[config.mk]
export PLATFORM = sky130hd
export DESIGN_NAME = ps2_key_event_ctrl_flat
export DESIGN_NICKNAME = d
export VERILOG_FILES = /design/src/rtl/ps2_pkg.sv /design/src/rtl/ps2_key_event_ctrl_if.sv /design/src/rtl/ps2_event_fifo.sv /design/src/rtl/ps2_key_event_ctrl.sv /design/src/flat_wrapper.sv
export SDC_FILE = /design/constraint.sdc
export NUM_CORES = 1
export LEC_CHECK = 0
export ABC_AREA = 1
export ABC_CLOCK_PERIOD_IN_PS = 6500
export BUFFER_PORTS_ARGS = -buffer_cell sky130_fd_sc_hd__buf_4
export CAP_MARGIN = 20
export CORE_UTILIZATION = 62
export CTS_CLUSTER_SIZE = 40
export DETAILED_ROUTE_END_ITERATION = 12
export HOLD_SLACK_MARGIN = 0.05
export PLACE_DENSITY = 0.86
export SETUP_SLACK_MARGIN = 0.3
export SYNTH_ARGS = -nofsm -noshare
export SYNTH_HDL_FRONTEND = slang
export SYNTH_SLANG_ARGS = --single-unit
[constraint.sdc]
create_clock -name clk -period 6.5 [get_ports clk]
set_input_delay 0.325 -clock clk [delete_from_list [all_inputs] [get_ports clk]]
set_output_delay 0.325 -clock clk [all_outputs]
set_load 0.05 [all_outputs]
[src/rtl/ps2_pkg.sv]
// Shared types and constants for the PS/2 key event controller.
package ps2_pkg;

  localparam logic [7:0] PS2_EXT = 8'hE0;
  localparam logic [7:0] PS2_BRK = 8'hF0;
  localparam int unsigned EVT_W  = 10;

  typedef enum logic [1:0] {
    ST_IDLE   = 2'd0,
    ST_DATA   = 2'd1,
    ST_PARITY = 2'd2,
    ST_STOP   = 2'd3
  } ps2_state_e;

  typedef struct packed {
    logic       ext;
    logic       brk;
    logic [7:0] code;
  } ps2_event_t;

endpackage

[src/rtl/ps2_key_event_ctrl_if.sv]
// Valid/ready key event channel from the controller to its consumer.
interface ps2_key_event_ctrl_if;

  logic       key_valid;
  logic       key_ready;
  logic [7:0] key_code;
  logic       key_break;
  logic       key_ext;

  modport master (output key_valid, output key_code, output key_break,
                  output key_ext, input key_ready);
  modport slave  (input key_valid, input key_code, input key_break,
                  input key_ext, output key_ready);

endinterface

[src/rtl/ps2_event_fifo.sv]
// Key event FIFO; a push into a full FIFO succeeds only if a pop happens in the same cycle.
module ps2_event_fifo #(
  parameter int unsigned FIFO_DEPTH = 4,
  parameter int unsigned WIDTH      = 10
) (
  input  logic             clk,
  input  logic             rst_n,
  input  logic             push,
  input  logic [WIDTH-1:0] din,
  input  logic             ready,
  output logic             valid,
  output logic [WIDTH-1:0] dout,
  output logic             overflow
);

  localparam int unsigned AW = $clog2(FIFO_DEPTH);
  localparam int unsigned CW = AW + 1;

  logic [WIDTH-1:0] mem [FIFO_DEPTH];
  logic [AW-1:0]    wr_ptr;
  logic [AW-1:0]    rd_ptr;
  logic [CW-1:0]    count;
  logic             full_c;
  logic             pop_c;
  logic             wr_c;

  assign full_c = (count == CW'(FIFO_DEPTH));
  assign valid  = (count != '0);
  assign dout   = mem[rd_ptr];
  assign pop_c  = valid && ready;
  assign wr_c   = push && (!full_c || pop_c);

  always_ff @(posedge clk) begin
    if (!rst_n) begin
      mem      <= '{default: '0};
      wr_ptr   <= '0;
      rd_ptr   <= '0;
      count    <= '0;
      overflow <= 1'b0;
    end else begin
      if (wr_c) begin
        mem[wr_ptr] <= din;
        wr_ptr      <= wr_ptr + AW'(1);
      end
      if (pop_c) rd_ptr <= rd_ptr + AW'(1);
      case ({wr_c, pop_c})
        2'b10:   count <= count + CW'(1);
        2'b01:   count <= count - CW'(1);
        default: count <= count;
      endcase
      overflow <= push && full_c && !pop_c;
    end
  end

endmodule

[src/rtl/ps2_key_event_ctrl.sv]
// PS/2 receiver: synchronizes the raw bus, frames bytes, folds E0/F0 prefixes
// into key events and queues them on a valid/ready channel.
module ps2_key_event_ctrl
  import ps2_pkg::*;
#(
  parameter int unsigned TIMEOUT_CYC = 200000,
  parameter int unsigned FIFO_DEPTH  = 4
) (
  input  logic                        clk,
  input  logic                        rst_n,
  input  logic                        ps2clk,
  input  logic                        data,
  ps2_key_event_ctrl_if.master        key_if,
  output logic [7:0]                  last_code,
  output logic                        par_err,
  output logic                        frame_err,
  output logic                        overflow
);

  localparam int unsigned TW = $clog2(TIMEOUT_CYC + 1);

  logic          clk_s1, clk_s2, clk_d;
  logic          dat_s1, dat_s2;
  logic          fall_c;

  ps2_state_e    state, state_n;
  logic [7:0]    shreg, shreg_n;
  logic [2:0]    bcnt, bcnt_n;
  logic          par_q, par_n;
  logic [TW-1:0] tcnt, tcnt_n;
  logic          perr_n, ferr_n;
  logic          bvld_q, bvld_n;

  logic          brk_q, ext_q;
  logic          push_c;
  ps2_event_t    evt_c;
  ps2_event_t    head;

  // Synchronizers reset high so the bus looks idle and no edge is seen on release.
  always_ff @(posedge clk) begin
    if (!rst_n) begin
      clk_s1 <= 1'b1;
      clk_s2 <= 1'b1;
      clk_d  <= 1'b1;
      dat_s1 <= 1'b1;
      dat_s2 <= 1'b1;
    end else begin
      clk_s1 <= ps2clk;
      clk_s2 <= clk_s1;
      clk_d  <= clk_s2;
      dat_s1 <= data;
      dat_s2 <= dat_s1;
    end
  end

  assign fall_c = !clk_s2 && clk_d;

  always_ff @(posedge clk) begin
    if (!rst_n) begin
      state     <= ST_IDLE;
      shreg     <= '0;
      bcnt      <= '0;
      par_q     <= 1'b0;
      tcnt      <= '0;
      par_err   <= 1'b0;
      frame_err <= 1'b0;
      bvld_q    <= 1'b0;
    end else begin
      state     <= state_n;
      shreg     <= shreg_n;
      bcnt      <= bcnt_n;
      par_q     <= par_n;
      tcnt      <= tcnt_n;
      par_err   <= perr_n;
      frame_err <= ferr_n;
      bvld_q    <= bvld_n;
    end
  end

  // Frame FSM; a stop bit fault outranks a parity fault.
  always_comb begin
    state_n = state;
    shreg_n = shreg;
    bcnt_n  = bcnt;
    par_n   = par_q;
    tcnt_n  = tcnt;
    perr_n  = 1'b0;
    ferr_n  = 1'b0;
    bvld_n  = 1'b0;

    if (state == ST_IDLE || fall_c) tcnt_n = '0;
    else                            tcnt_n = tcnt + TW'(1);

    case (state)
      ST_IDLE: begin
        if (fall_c && !dat_s2) begin
          state_n = ST_DATA;
          bcnt_n  = '0;
        end
      end
      ST_DATA: begin
        if (fall_c) begin
          shreg_n = {dat_s2, shreg[7:1]};
          bcnt_n  = bcnt + 3'(1);
          if (bcnt == 3'd7) state_n = ST_PARITY;
        end
      end
      ST_PARITY: begin
        if (fall_c) begin
          par_n   = dat_s2;
          state_n = ST_STOP;
        end
      end
      ST_STOP: begin
        if (fall_c) begin
          if (!dat_s2)                 ferr_n = 1'b1;
          else if (!(^{shreg, par_q})) perr_n = 1'b1;
          else                         bvld_n = 1'b1;
          state_n = ST_IDLE;
        end
      end
      default: state_n = ST_IDLE;
    endcase

    if (state != ST_IDLE && !fall_c && tcnt == TW'(TIMEOUT_CYC - 1)) begin
      state_n = ST_IDLE;
      ferr_n  = 1'b1;
      tcnt_n  = '0;
    end
  end

  // Prefix decoder: shreg still holds the delivered byte one cycle after the stop edge.
  assign push_c = bvld_q && (shreg != PS2_EXT) && (shreg != PS2_BRK);
  assign evt_c  = '{ext: ext_q, brk: brk_q, code: shreg};

  always_ff @(posedge clk) begin
    if (!rst_n) begin
      brk_q     <= 1'b0;
      ext_q     <= 1'b0;
      last_code <= '0;
    end else if (par_err || frame_err) begin
      brk_q <= 1'b0;
      ext_q <= 1'b0;
    end else if (bvld_q) begin
      if (shreg == PS2_EXT)      ext_q <= 1'b1;
      else if (shreg == PS2_BRK) brk_q <= 1'b1;
      else begin
        last_code <= shreg;
        brk_q     <= 1'b0;
        ext_q     <= 1'b0;
      end
    end
  end

  ps2_event_fifo #(
    .FIFO_DEPTH (FIFO_DEPTH),
    .WIDTH      (EVT_W)
  ) u_fifo (
    .clk      (clk),
    .rst_n    (rst_n),
    .push     (push_c),
    .din      (evt_c),
    .ready    (key_if.key_ready),
    .valid    (key_if.key_valid),
    .dout     (head),
    .overflow (overflow)
  );

  assign key_if.key_code  = head.code;
  assign key_if.key_break = head.brk;
  assign key_if.key_ext   = head.ext;

endmodule

[src/flat_wrapper.sv]
// flat-port wrapper written by rule: the top's interface ports become plain ports
module ps2_key_event_ctrl_flat import ps2_pkg::*;
#(
  parameter int unsigned TIMEOUT_CYC = 200000,
  parameter int unsigned FIFO_DEPTH  = 4
)
  (clk, rst_n, ps2clk, data, last_code, par_err, frame_err, overflow, key_if_key_valid, key_if_key_code, key_if_key_break, key_if_key_ext, key_if_key_ready);
  ps2_key_event_ctrl_if key_if_i ();
  input  logic clk;
  input  logic rst_n;
  input  logic ps2clk;
  input  logic data;
  output logic [7:0] last_code;
  output logic par_err;
  output logic frame_err;
  output logic overflow;
  output wire logic [$bits(key_if_i.key_valid)-1:0] key_if_key_valid;
  output wire logic [$bits(key_if_i.key_code)-1:0] key_if_key_code;
  output wire logic [$bits(key_if_i.key_break)-1:0] key_if_key_break;
  output wire logic [$bits(key_if_i.key_ext)-1:0] key_if_key_ext;
  input wire logic [$bits(key_if_i.key_ready)-1:0] key_if_key_ready;
  assign key_if_key_valid = key_if_i.key_valid;
  assign key_if_key_code = key_if_i.key_code;
  assign key_if_key_break = key_if_i.key_break;
  assign key_if_key_ext = key_if_i.key_ext;
  assign key_if_i.key_ready = key_if_key_ready;
  ps2_key_event_ctrl #(.TIMEOUT_CYC(TIMEOUT_CYC), .FIFO_DEPTH(FIFO_DEPTH)) u_core (.clk(clk), .rst_n(rst_n), .ps2clk(ps2clk), .data(data), .key_if(key_if_i), .last_code(last_code), .par_err(par_err), .frame_err(frame_err), .overflow(overflow));
endmodule
==> impl_metrics.json <==
{
  "timing.rr.end": "u_core.u_fifo.count[2]",
  "power_mw": 1.14,
  "worstSetupStartpointType": "flop",
  "cts_tree": "built",
  "core_region_area_um2": 7330,
  "irDropWorstVdd_v": 0.000145,
  "cpMostUsedCell": "a21oi_1",
  "htreeDepth": 3,
  "cp_slowest_stage_delay_ns": 0.68,
  "die_h_um": 89.5,
  "multi_input_area_um2": 2260,
  "final_max_slew_viol_count": 0,
  "rsz0062_at_grt": "no",
  "status": "complete, no violations",
  "crit_type": "reg2out",
  "drc_errors": 0,
  "hold_buffers": 0,
  "maxCapViolCount": 0,
  "synth_compound_area_share_pct": 9.80,
  "synthCells": 696,
  "drt_iter0_drc": 302,
  "met2_usage_pct": 45.1,
  "fp-row-count": 31,
  "cp_num_buf_inv": 2,
  "synth_ff_type": "dfxtp_1",
  "area_growth_pct": 6.82,
  "timing.slew.headroom_pct": 34.6,
  "drt-pass1-iter-count": 5,
  "grt_pass1_vias": 3645,
  "cts_buffers": 9,
  "nets": 718,
  "met3_usage_pct": 4.34,
  "cp_max_fo": 30,
  "min_period_over_period_pct": 41.2,
  "ant_nets": 0,
  "worstPathCellList": "inv_1, o21ai_0, a21oi_1, a21oi_1, buf_4",
  "syn_nets": 714,
  "yosysTopAreaCell": "dfxtp_1",
  "finish.utilization_pct": 69.2,
  "ys_seq_area_share_pct": 41.3,
  "track_usage_pct": 25.4,
  "ys_types": 32,
  "synth.area.top_cells": "dfxtp_1, nand2_1, nor2_1, inv_1, a21oi_1",
  "fill_cells": 601,
  "ff2ff_setup_slack_ns": 4.08,
  "ys_warn_count": 0,
  "seq_area_um2": 1960,
  "vias_per_cell": 5.18,
  "synthAdderAreaFrac_pct": 3.58,
  "holdPathStages": 2,
  "hold_viol": 0,
  "finalSetupViolCount": 0,
  "synth-seq-cells": 98,
  "start_util_pct": 64.8,
  "r2r-start": "u_core.shreg[4]",
  "critPathTopFamily": "buffers and inverters",
  "synth_edf_count": 0,
  "vias": 4164,
  "period_needed_ns": 2.68,
  "fmax_mhz": 373,
  "worstHoldEndpoint": "u_core.clk_s1",
  "tightest_slew_ns": 0.978,
  "syn_area_um2": 4750,
  "antenna_found_initial": 0,
  "clk_latency_ns": 0.36,
  "die_area_um2": 8020,
  "synth_area_per_cell_um2": 6.83,
  "grt_pass1_wl_um": 15600,
  "grt_overflow": 0,
  "critPathSlowestCell": "dfxtp_1",
  "finalWeightedCongestion": 0.908,
  "r2r_cells": 13,
  "synthMuxAreaShare_pct": 0,
  "hpwl_um": 6600,
  "routed_wl_um": 9690,
  "yosysTopAreaCellShare_pct": 41.3,
  "required_ns": 6.17,
  "placement.io_buffers": 26,
  "cts_setup_buffers": 0,
  "clock_path_buffers": 2,
  "wl_per_cell_um": 12.0,
  "synth_top_family_by_area": "simple AND/OR/NAND/NOR gates",
  "cts_resized": 0,
  "clock-sinks": 98,
  "async_flop_share_pct": 0,
  "grt_use_met1_pct": 30.8,
  "worstPathArrival_ns": 2.36,
  "leakagePower_nw": 2.40,
  "busiest_layer": "met2",
  "grt_max_degree": 68,
  "num_antenna_cells": 0,
  "setup_tns_ns": 0,
  "layout-drive-gt1-share_pct": 10.4,
  "clkSlewWorstSetupHoldPaths_ns": 0.09,
  "hold_start": "ps2clk",
  "clock-skew-final_ns": 0.00919,
  "clockRootBuffer": "clkbuf_8",
  "ios": 27,
  "fp.dieW_um": 89.5,
  "cp-end-kind": "primary output",
  "hold_class": "in2reg",
  "p_per_area_nw_per_um2": 224,
  "synth_xor_area_share_pct": 1.84,
  "yosys.area_share.simple_pct": 32.4
}
==> flip-flops by register name, summed over array words and instances (netlist names), 2 cells and up <==
name / flops
u_core.u_fifo.mem: 40
u_core.tcnt: 18
u_core.last_code: 8
u_core.shreg: 8
u_core.bcnt: 3
u_core.u_fifo.count: 3
u_core.state: 2
u_core.u_fifo.rd_ptr: 2
u_core.u_fifo.wr_ptr: 2
==> cell families after synthesis <==
kind of cell	after synthesis
AO/OA/AOI/OAI	92
flip-flops	98
adder cells (fa/ha/maj)	13
XOR/XNOR	10
buffers and inverters	123
AND/OR/NAND/NOR	360
==> placed cells by master, fill, tap and decap left out, types with 2 or more instances in the layout <==
cell / count
a21oi_1: 60
buf_4: 26
clkbuf_8: 10
clkinv_2: 3
dfxtp_1: 98
ha_1: 12
inv_1: 88
inv_2: 2
nand2_1: 163
nand2_2: 2
nand2_4: 2
nand3_1: 13
nand3_2: 2
nand3b_1: 2
nand4_1: 12
nor2_1: 132
nor2_2: 13
nor2_4: 3
nor3_1: 7
o21ai_0: 29
or2_2: 7
xnor2_1: 3
xor2_1: 7
==> cell usage after synthesis (2+ instances only) <==
cell type  count
inv_2          2
o21ai_0       29
nand2_4        2
buf_2         11
nand3b_1       2
nor2_1       132
or2_2          7
a21oi_1       60
nand4_1       12
nand2_2        2
nand3_1       13
buf_1          4
buf_4          5
nor3_1         7
ha_1          12
clkbuf_1       9
buf_6          3
inv_1         88
nand2_1      163
xor2_1         7
nand3_2        2
xnor2_1        3
dfxtp_1       98
nor2_2        13
nor2_4         3
==> layer usage <==
metal	routed length, um	vias up
met5	0	-
met2	4740	95
met4	127	0
li1	-	2139
met1	4390	1919
met3	439	11
==> worst max-delay path by stage <==
stage                            start                     end  cells after the start
2_1_floorplan          u_core.shreg[1]  u_core.u_fifo.count[2]                     15
6_report       u_core.u_fifo.rd_ptr[0]      key_if_key_code[3]                      5
3_5_place_dp           u_core.shreg[5]  u_core.u_fifo.count[2]                     13
4_1_cts        u_core.u_fifo.rd_ptr[0]      key_if_key_code[0]                      5
3_3_place_gp           u_core.shreg[5]  u_core.u_fifo.count[2]                     13
5_1_grt        u_core.u_fifo.rd_ptr[0]      key_if_key_code[7]                      5
==> report_power, final <==
| group | leakage (nW) | internal (mW) | switching [mW] |
|---|---|---|---|
| Clock | 0.103 | 0.187 | 0.203 |
| Sequential | 0.790 | 0.611 | 0.0184 |
| Combinational | 1.50 | 0.0346 | 0.0827 |
==> through the flow <==
step	worst slack, ns	cells	hold WS (ns)	instance area [um^2]
after floorplan	4.34	696	0.393	4750
after global placement	4.20	788	0.396	4880
after detailed placement	4.11	788	0.401	4880
after CTS	3.90	804	0.139	5070
after global routing	3.72	804	0.139	5070
final	3.82	804	0.145	5070
==> final cells by class <==
class	instances	share of cell area (%)
flip-flops and latches	98	38.7
clock inverters	5	1.06
repair buffers	26	3.85
well taps	99	2.44
multi-input cells	475	44.6
clock buffers	11	2.79
inverters	90	6.66
(Power assumes the default switching activity.)
